## src/rtl/rack_pkg.sv

```systemverilog
// Shared constants and mode encodings for the rack-node spike counting blocks.
package rack_pkg;

  localparam int NCH_DEFAULT   = 14;
  localparam int CNT_W_DEFAULT = 32;
  localparam int WIN_W_DEFAULT = 16;

  typedef enum logic {
    MODE_WINDOWED   = 1'b0,
    MODE_CUMULATIVE = 1'b1
  } mode_e;

endpackage

```

## src/rtl/spike_chan_counter.sv

```systemverilog
// One spike channel: rising-edge detect, saturating accumulator with sticky
// saturation flag, and the snapshot/sat_snap registers loaded at each tick.
module spike_chan_counter
  import rack_pkg::*;
#(
  parameter int CNT_W = CNT_W_DEFAULT
) (
  input  logic             clk,
  input  logic             reset,
  input  logic             clear,
  input  logic             tick,
  input  logic             mode,
  input  logic             spike,
  output logic [CNT_W-1:0] snap,
  output logic             sat_snap
);

  logic             spike_d;
  logic             sat;
  logic [CNT_W-1:0] acc;
  logic             rise;
  logic             at_max;

  assign rise   = spike & ~spike_d;
  assign at_max = &acc;

  always_ff @(posedge clk) begin
    if (reset) begin
      spike_d  <= 1'b0;
      acc      <= '0;
      sat      <= 1'b0;
      snap     <= '0;
      sat_snap <= 1'b0;
    end else begin
      // spike_d keeps tracking through clear so a held level is not recounted
      spike_d <= spike;
      if (clear) begin
        acc      <= '0;
        sat      <= 1'b0;
        snap     <= '0;
        sat_snap <= 1'b0;
      end else if (tick) begin
        snap     <= acc;
        sat_snap <= sat;
        if (mode_e'(mode) == MODE_WINDOWED) begin
          // the coincident edge opens the new window
          acc <= {{(CNT_W-1){1'b0}}, rise};
          sat <= 1'b0;
        end else if (rise) begin
          if (at_max) sat <= 1'b1;
          else        acc <= acc + 1'b1;
        end
      end else if (rise) begin
        if (at_max) sat <= 1'b1;
        else        acc <= acc + 1'b1;
      end
    end
  end

endmodule

```

## src/rtl/spike_counter_array.sv

```systemverilog
// NCH-channel spike counter with tick-delimited windows, a tick counter and a
// registered snapshot read mux feeding the host wire-out endpoints.
module spike_counter_array
  import rack_pkg::*;
#(
  parameter int NCH   = NCH_DEFAULT,
  parameter int CNT_W = CNT_W_DEFAULT,
  parameter int WIN_W = WIN_W_DEFAULT,
  parameter int SEL_W = 4
) (
  input  logic             clk,
  input  logic             reset,
  input  logic [NCH-1:0]   spike_in,
  input  logic             tick,
  input  logic             clear,
  input  logic             mode,
  input  logic [SEL_W-1:0] rd_sel,
  output logic [CNT_W-1:0] rd_data,
  output logic             snap_valid,
  output logic [NCH-1:0]   sat_snap,
  output logic [WIN_W-1:0] win_cnt
);

  logic [CNT_W-1:0] snap [NCH];
  logic [CNT_W-1:0] rd_mux;

  generate
    for (genvar gi = 0; gi < NCH; gi++) begin : g_chan
      spike_chan_counter #(
        .CNT_W (CNT_W)
      ) u_chan (
        .clk      (clk),
        .reset    (reset),
        .clear    (clear),
        .tick     (tick),
        .mode     (mode),
        .spike    (spike_in[gi]),
        .snap     (snap[gi]),
        .sat_snap (sat_snap[gi])
      );
    end
  endgenerate

  // Out-of-range selects read as zero.
  always_comb begin
    rd_mux = '0;
    for (int i = 0; i < NCH; i++) begin
      if (int'(rd_sel) == i) rd_mux = snap[i];
    end
  end

  always_ff @(posedge clk) begin
    if (reset) begin
      rd_data    <= '0;
      snap_valid <= 1'b0;
      win_cnt    <= '0;
    end else begin
      rd_data <= rd_mux;
      if (clear) begin
        rd_data    <= '0;
        snap_valid <= 1'b0;
        win_cnt    <= '0;
      end else begin
        snap_valid <= tick;
        if (tick) win_cnt <= win_cnt + 1'b1;
      end
    end
  end

endmodule

```

## config.mk

```make
export PLATFORM = sky130hd
export DESIGN_NAME = spike_counter_array
export DESIGN_NICKNAME = d
export VERILOG_FILES = /design/src/rtl/rack_pkg.sv /design/src/rtl/spike_chan_counter.sv /design/src/rtl/spike_counter_array.sv
export SDC_FILE = /design/constraint.sdc
export NUM_CORES = 2
export LEC_CHECK = 0
export BUFFER_PORTS_ARGS = -buffer_cell sky130_fd_sc_hd__buf_4
export CAP_MARGIN = 15
export CORE_ASPECT_RATIO = 1.4
export CORE_MARGIN = 1
export CORE_UTILIZATION = 45
export CTS_CLUSTER_DIAMETER = 80
export CTS_CLUSTER_SIZE = 30
export DETAILED_ROUTE_END_ITERATION = 16
export SYNTH_ARGS = -nofsm -noshare
export SYNTH_HDL_FRONTEND = slang
export SYNTH_SLANG_ARGS = --single-unit
```

## constraint.sdc

```tcl
create_clock -name clk -period 4.6 [get_ports clk]
set_input_delay 0.23 -clock clk [delete_from_list [all_inputs] [get_ports clk]]
set_output_delay 0.23 -clock clk [all_outputs]
set_load 0.005 [all_outputs]
```

==> impl_results.rst <==
.. list-table::
   :header-rows: 1

   * - Metric
     - Value
   * - Routed via count
     - approximately 39000
   * - Aggregate global-route resource usage
     - 0.285
   * - Ports
     - 86
   * - Wire length of the first global-routing pass
     - 225000 um
   * - CTS sink count
     - 987
   * - Result of the run
     - finished, final reports clean
   * - Hold Path Stages
     - 4
   * - Share of final-layout standard cells stronger than drive strength 1
     - 0.0563
   * - Crit-path cells
     - nand4_1 -> or4_1 -> nor3_1 -> or4_1 -> a21oi_1
   * - P_sw
     - 3.60 mW
   * - Most frequent cells after synthesis
     - 987 x sky130_fd_sc_hd__dfxtp_1, 654 x sky130_fd_sc_hd__nor2_1, 599 x sky130_fd_sc_hd__mux2i_1
   * - Placed instance count
     - around 6300
   * - Source-to-sink clock delay at the later pin of the worst-skew pair
     - approximately 0.65 ns
   * - Data required time at the worst endpoint
     - between 5 and 6 ns
   * - Number of flops mapped to enable cells by yosys
     - 0
   * - H-tree level count
     - 2
   * - Global placement routability congestion
     - 0.970
   * - Mean cell area of the mapped netlist
     - 8.78 um^2
   * - Leakage power
     - 16.1 nW
   * - Worst hold-check path type
     - in2reg
   * - Worst-margin pin slew
     - 1.12 ns
   * - Total wire length after detailed routing
     - approximately 150000 um
   * - Starting utilization of the core area
     - 0.454
   * - Critical path peak fanout
     - 11
   * - Fmax
     - about 350 MHz
   * - Number of remaining DRC errors
     - 0
   * - P per Cell Area
     - 299 nW/um^2
   * - Post-Synthesis Cell Area
     - 45300 um^2
   * - Number of warnings reported in the yosys synthesis log
     - 0
   * - Cell-internal power
     - 10.9 mW
   * - Min cycle time layout
     - roughly 2.9 ns
   * - Setup bufs post-CTS
     - 0
   * - Sequential fraction of design power
     - 0.595
   * - Number of pins exceeding their max-slew limit in the final report
     - 0
   * - R2R depth
     - 5
   * - Total clock buffers created by CTS
     - 44
   * - Setup tns final
     - 0 ns
   * - Fraction of the yosys area taken by sequential cells
     - 0.436
   * - Final setup skew
     - 0.0397 ns
   * - Largest incremental delay on the critical path
     - ~0.93 ns
   * - Number of design-rule violations left by the first detailed-router iteration
     - 3813
   * - Post-route ant nets
     - 0
   * - Filler cell count in the final layout
     - 9694
   * - Count of buffers from port buffering
     - 85
   * - Async set-reset flop share out of synthesis
     - 0
   * - Die Footprint
     - 102000 um^2
   * - Area share of the leading cell type in the synthesized netlist
     - 0.436
   * - Core area
     - 99800 um^2
   * - Max Root-Sink Buffers
     - 3
   * - Synthesis-stage register bit count
     - 987
   * - Final hold violation count
     - 0
   * - Overall die width
     - 270 um
   * - Signed area change from the synthesized netlist to the final layout
     - 6.87%
   * - TritonCTS clock tree
     - yes
   * - Most repeated library cell on the critical path
     - sky130_fd_sc_hd__or4_1
   * - Count of buffer and inverter cells on the critical path
     - 0
   * - Kind of end point of the critical path
     - flop
   * - Startpoint Class
     - flop
   * - Vias per cell
     - approximately 6
   * - Number of global-route vias before repair
     - 34700
   * - Dominant cell by count in the synthesized netlist
     - sky130_fd_sc_hd__dfxtp_1
   * - Leading post-synthesis cells by cell area
     - sky130_fd_sc_hd__dfxtp_1 44%, sky130_fd_sc_hd__mux2i_1 13%, sky130_fd_sc_hd__nor2_1 5.4%
   * - Remaining Overflow, GRT
     - 0
   * - # Max-Cap Violations
     - 0
   * - Switch share
     - 0.249
   * - Gate count of the mapped netlist
     - ~5200
   * - Clock transition at the registers of the reported paths
     - 0.11 ns
   * - Stages on the worst setup path
     - 5
   * - Drt pass-1 iters
     - 8
   * - Leading area contributor after synthesis
     - sky130_fd_sc_hd__dfxtp_1
   * - HPWL after detailed placement
     - 109000 um
   * - Portion of total power attributed to combinational logic
     - 0.056
   * - Maximum number of pins on one net before global-route repair
     - approximately 190
   * - CP delay by family, top
     - simple AND/OR/NAND/NOR gates
   * - Height of the die
     - 377 um
   * - Peak VDD IR
     - 0.000329 V
   * - Primary FF master, synth
     - sky130_fd_sc_hd__dfxtp_1
   * - Worst hold slack across all endpoints
     - between 0.07 and 0.08 ns
   * - Number of endpoints failing setup at the final stage
     - 0
   * - PostCTS Resize Cnt
     - 0
   * - Number of core rows
     - 137
   * - Final Instance Count excl. Fillers
     - between 6000 and 7000
   * - Tcrit/Tclk final
     - 0.623
   * - Mean routed wirelength per cell
     - 23.6 um
   * - Worst slew margin relative to its limit
     - 0.247
   * - Type of the worst setup path
     - reg2reg
   * - Count of different cell masters after synthesis
     - 81
   * - Root buffer cell
     - sky130_fd_sc_hd__clkbuf_16
   * - Number of antenna violations at the first check in global routing
     - 6
   * - Total Nets Final
     - 5048
   * - Slowest CP cell
     - sky130_fd_sc_hd__nor3_1
   * - Net count after synthesis
     - 5201
   * - Signal arrival time at the worst endpoint
     - 3.39 ns
   * - Clock share of power
     - 0.349
   * - Setup repair after global routing missed its margin
     - false
==> worst register-to-register path, delay by kind of cell, from the launching register on <==
family | cells | cell delay, ns
compound gates | 1 | 0.06
flops | 1 | 0.51
simple gates | 4 | 2.17
==> power by group through the flow <==
stage | sequential, mW | combinational (mW) | clock (mW)
finish | 8.60 | 0.809 | 5.05
detailed placement | 8.79 | 0.788 | 0
floorplan | 8.77 | 0.541 | 0
global route | 8.61 | 0.854 | 5.45
CTS | 8.60 | 0.799 | 5.18
global placement | 8.79 | 0.784 | 0
==> cells by family (layout without fill, tap and decap cells) <==
logic type      after synthesis  count (layout)  synth area share
simple gates               1953            1953             0.223
compound gates             1098            1098             0.149
fa+ha+maj                    15              15           0.00414
xor+xnor                     78              78            0.0151
other cells                   0               4                 0
mux                         614             614             0.136
buf+inv                     418             286            0.0362
flops                       987             987             0.436
==> area by class of cell <==
cell class / instances / area, um^2 / share of cell area
Multi-Input combinational cell: 3758 / 24000 / 0.496
Timing Repair Buffer: 160 / 1360 / 0.0281
Clock buffer: 48 / 1170 / 0.0241
Tap cell: 1320 / 1650 / 0.0341
Inverter: 59 / 221 / 0.00457
Clock inverter: 19 / 260 / 0.00537
Sequential cell: 987 / 19800 / 0.408
Antenna cell: 4 / 10.0 / 0.000207
==> flip-flops by register name, summed over array words and instances (netlist names) <==
name                    flops
rd_data                    32
g_chan.u_chan.sat_snap     14
g_chan.u_chan.acc         448
win_cnt                    16
g_chan.u_chan.snap        448
g_chan.u_chan.spike_d      14
g_chan.u_chan.sat          14
snap_valid                  1
==> per-stage QoR <==
| stage | utilization | instance area, um^2 | setup WS [ns] | total power, mW |
|---|---|---|---|---|
| 4_1_cts | 0.485 | 48400 | 1.77 | 14.6 |
| 3_3_place_gp | 0.469 | 46800 | 1.01 | 9.58 |
| 5_1_grt | 0.485 | 48400 | 1.55 | 14.9 |
| 6_report | 0.485 | 48400 | 1.73 | 14.5 |
| 3_5_place_dp | 0.469 | 46800 | 1.63 | 9.58 |
| 2_1_floorplan | - | 45300 | 2.30 | 9.32 |
==> what timing repair did <==
item,4_1_cts,5_1_grt
endpoints found under the hold margin,18,0
setup endpoints to repair,0,0
hold buffers,15,0
==> layout by cell type (no fill, tap or decap), types with 10 or more instances in the layout <==
master | synthesis | routed
sky130_fd_sc_hd__nand3b_1 | 10 | 10
sky130_fd_sc_hd__mux2i_1 | 599 | 599
sky130_fd_sc_hd__nand4_1 | 134 | 134
sky130_fd_sc_hd__dfxtp_1 | 987 | 987
sky130_fd_sc_hd__xnor2_1 | 51 | 51
sky130_fd_sc_hd__inv_1 | 59 | 58
sky130_fd_sc_hd__or3_1 | 204 | 204
sky130_fd_sc_hd__o31ai_1 | 135 | 135
sky130_fd_sc_hd__nor2_1 | 654 | 650
sky130_fd_sc_hd__xor2_1 | 27 | 27
sky130_fd_sc_hd__or2_2 | 17 | 16
sky130_fd_sc_hd__and4_1 | 57 | 57
sky130_fd_sc_hd__a22o_1 | 25 | 25
sky130_fd_sc_hd__buf_4 | 14 | 130
sky130_fd_sc_hd__nand2_1 | 271 | 270
sky130_fd_sc_hd__nor4_1 | 51 | 46
sky130_fd_sc_hd__o211ai_1 | 40 | 40
sky130_fd_sc_hd__clkbuf_16 | 0 | 45
sky130_fd_sc_hd__and2_1 | 29 | 29
sky130_fd_sc_hd__nand2b_1 | 27 | 27
sky130_fd_sc_hd__nor2b_1 | 37 | 36
sky130_fd_sc_hd__dlygate4sd3_1 | 0 | 15
sky130_fd_sc_hd__and3_1 | 54 | 54
sky130_fd_sc_hd__ha_1 | 15 | 15
sky130_fd_sc_hd__a211oi_1 | 16 | 16
sky130_fd_sc_hd__o21ai_0 | 275 | 275
sky130_fd_sc_hd__o2bb2ai_1 | 16 | 16
sky130_fd_sc_hd__a31oi_1 | 23 | 23
sky130_fd_sc_hd__o21a_1 | 14 | 14
sky130_fd_sc_hd__or4_1 | 143 | 143
sky130_fd_sc_hd__nor3_1 | 55 | 52
sky130_fd_sc_hd__nand3_1 | 165 | 165
sky130_fd_sc_hd__a21oi_1 | 390 | 390
sky130_fd_sc_hd__a221oi_1 | 25 | 25
sky130_fd_sc_hd__a22oi_1 | 41 | 41
sky130_fd_sc_hd__mux2_2 | 14 | 14
==> final timing paths <==
check                                              from                   endpoint  slack (ns)
worst max-delay path            g_chan[8].u_chan.acc[9]    g_chan[8].u_chan.acc[9]        1.73
worst min-delay path                               mode   g_chan[12].u_chan.acc[3]        0.08
worst max register to register  g_chan[8].u_chan.acc[9]    g_chan[8].u_chan.acc[9]        1.73
worst min register to register     g_chan[9].u_chan.sat  g_chan[9].u_chan.sat_snap        0.46
==> metal layers <==
metal  up-vias  GRT usage  part of all wire
met4         4      0.134             0.051
met3       235     0.0340             0.057
met2      1099      0.485              0.48
met1     18800      0.360              0.42
li1      18700          -                 -
met5         -          0           0.00015
Power figures use the tool's default switching activity.
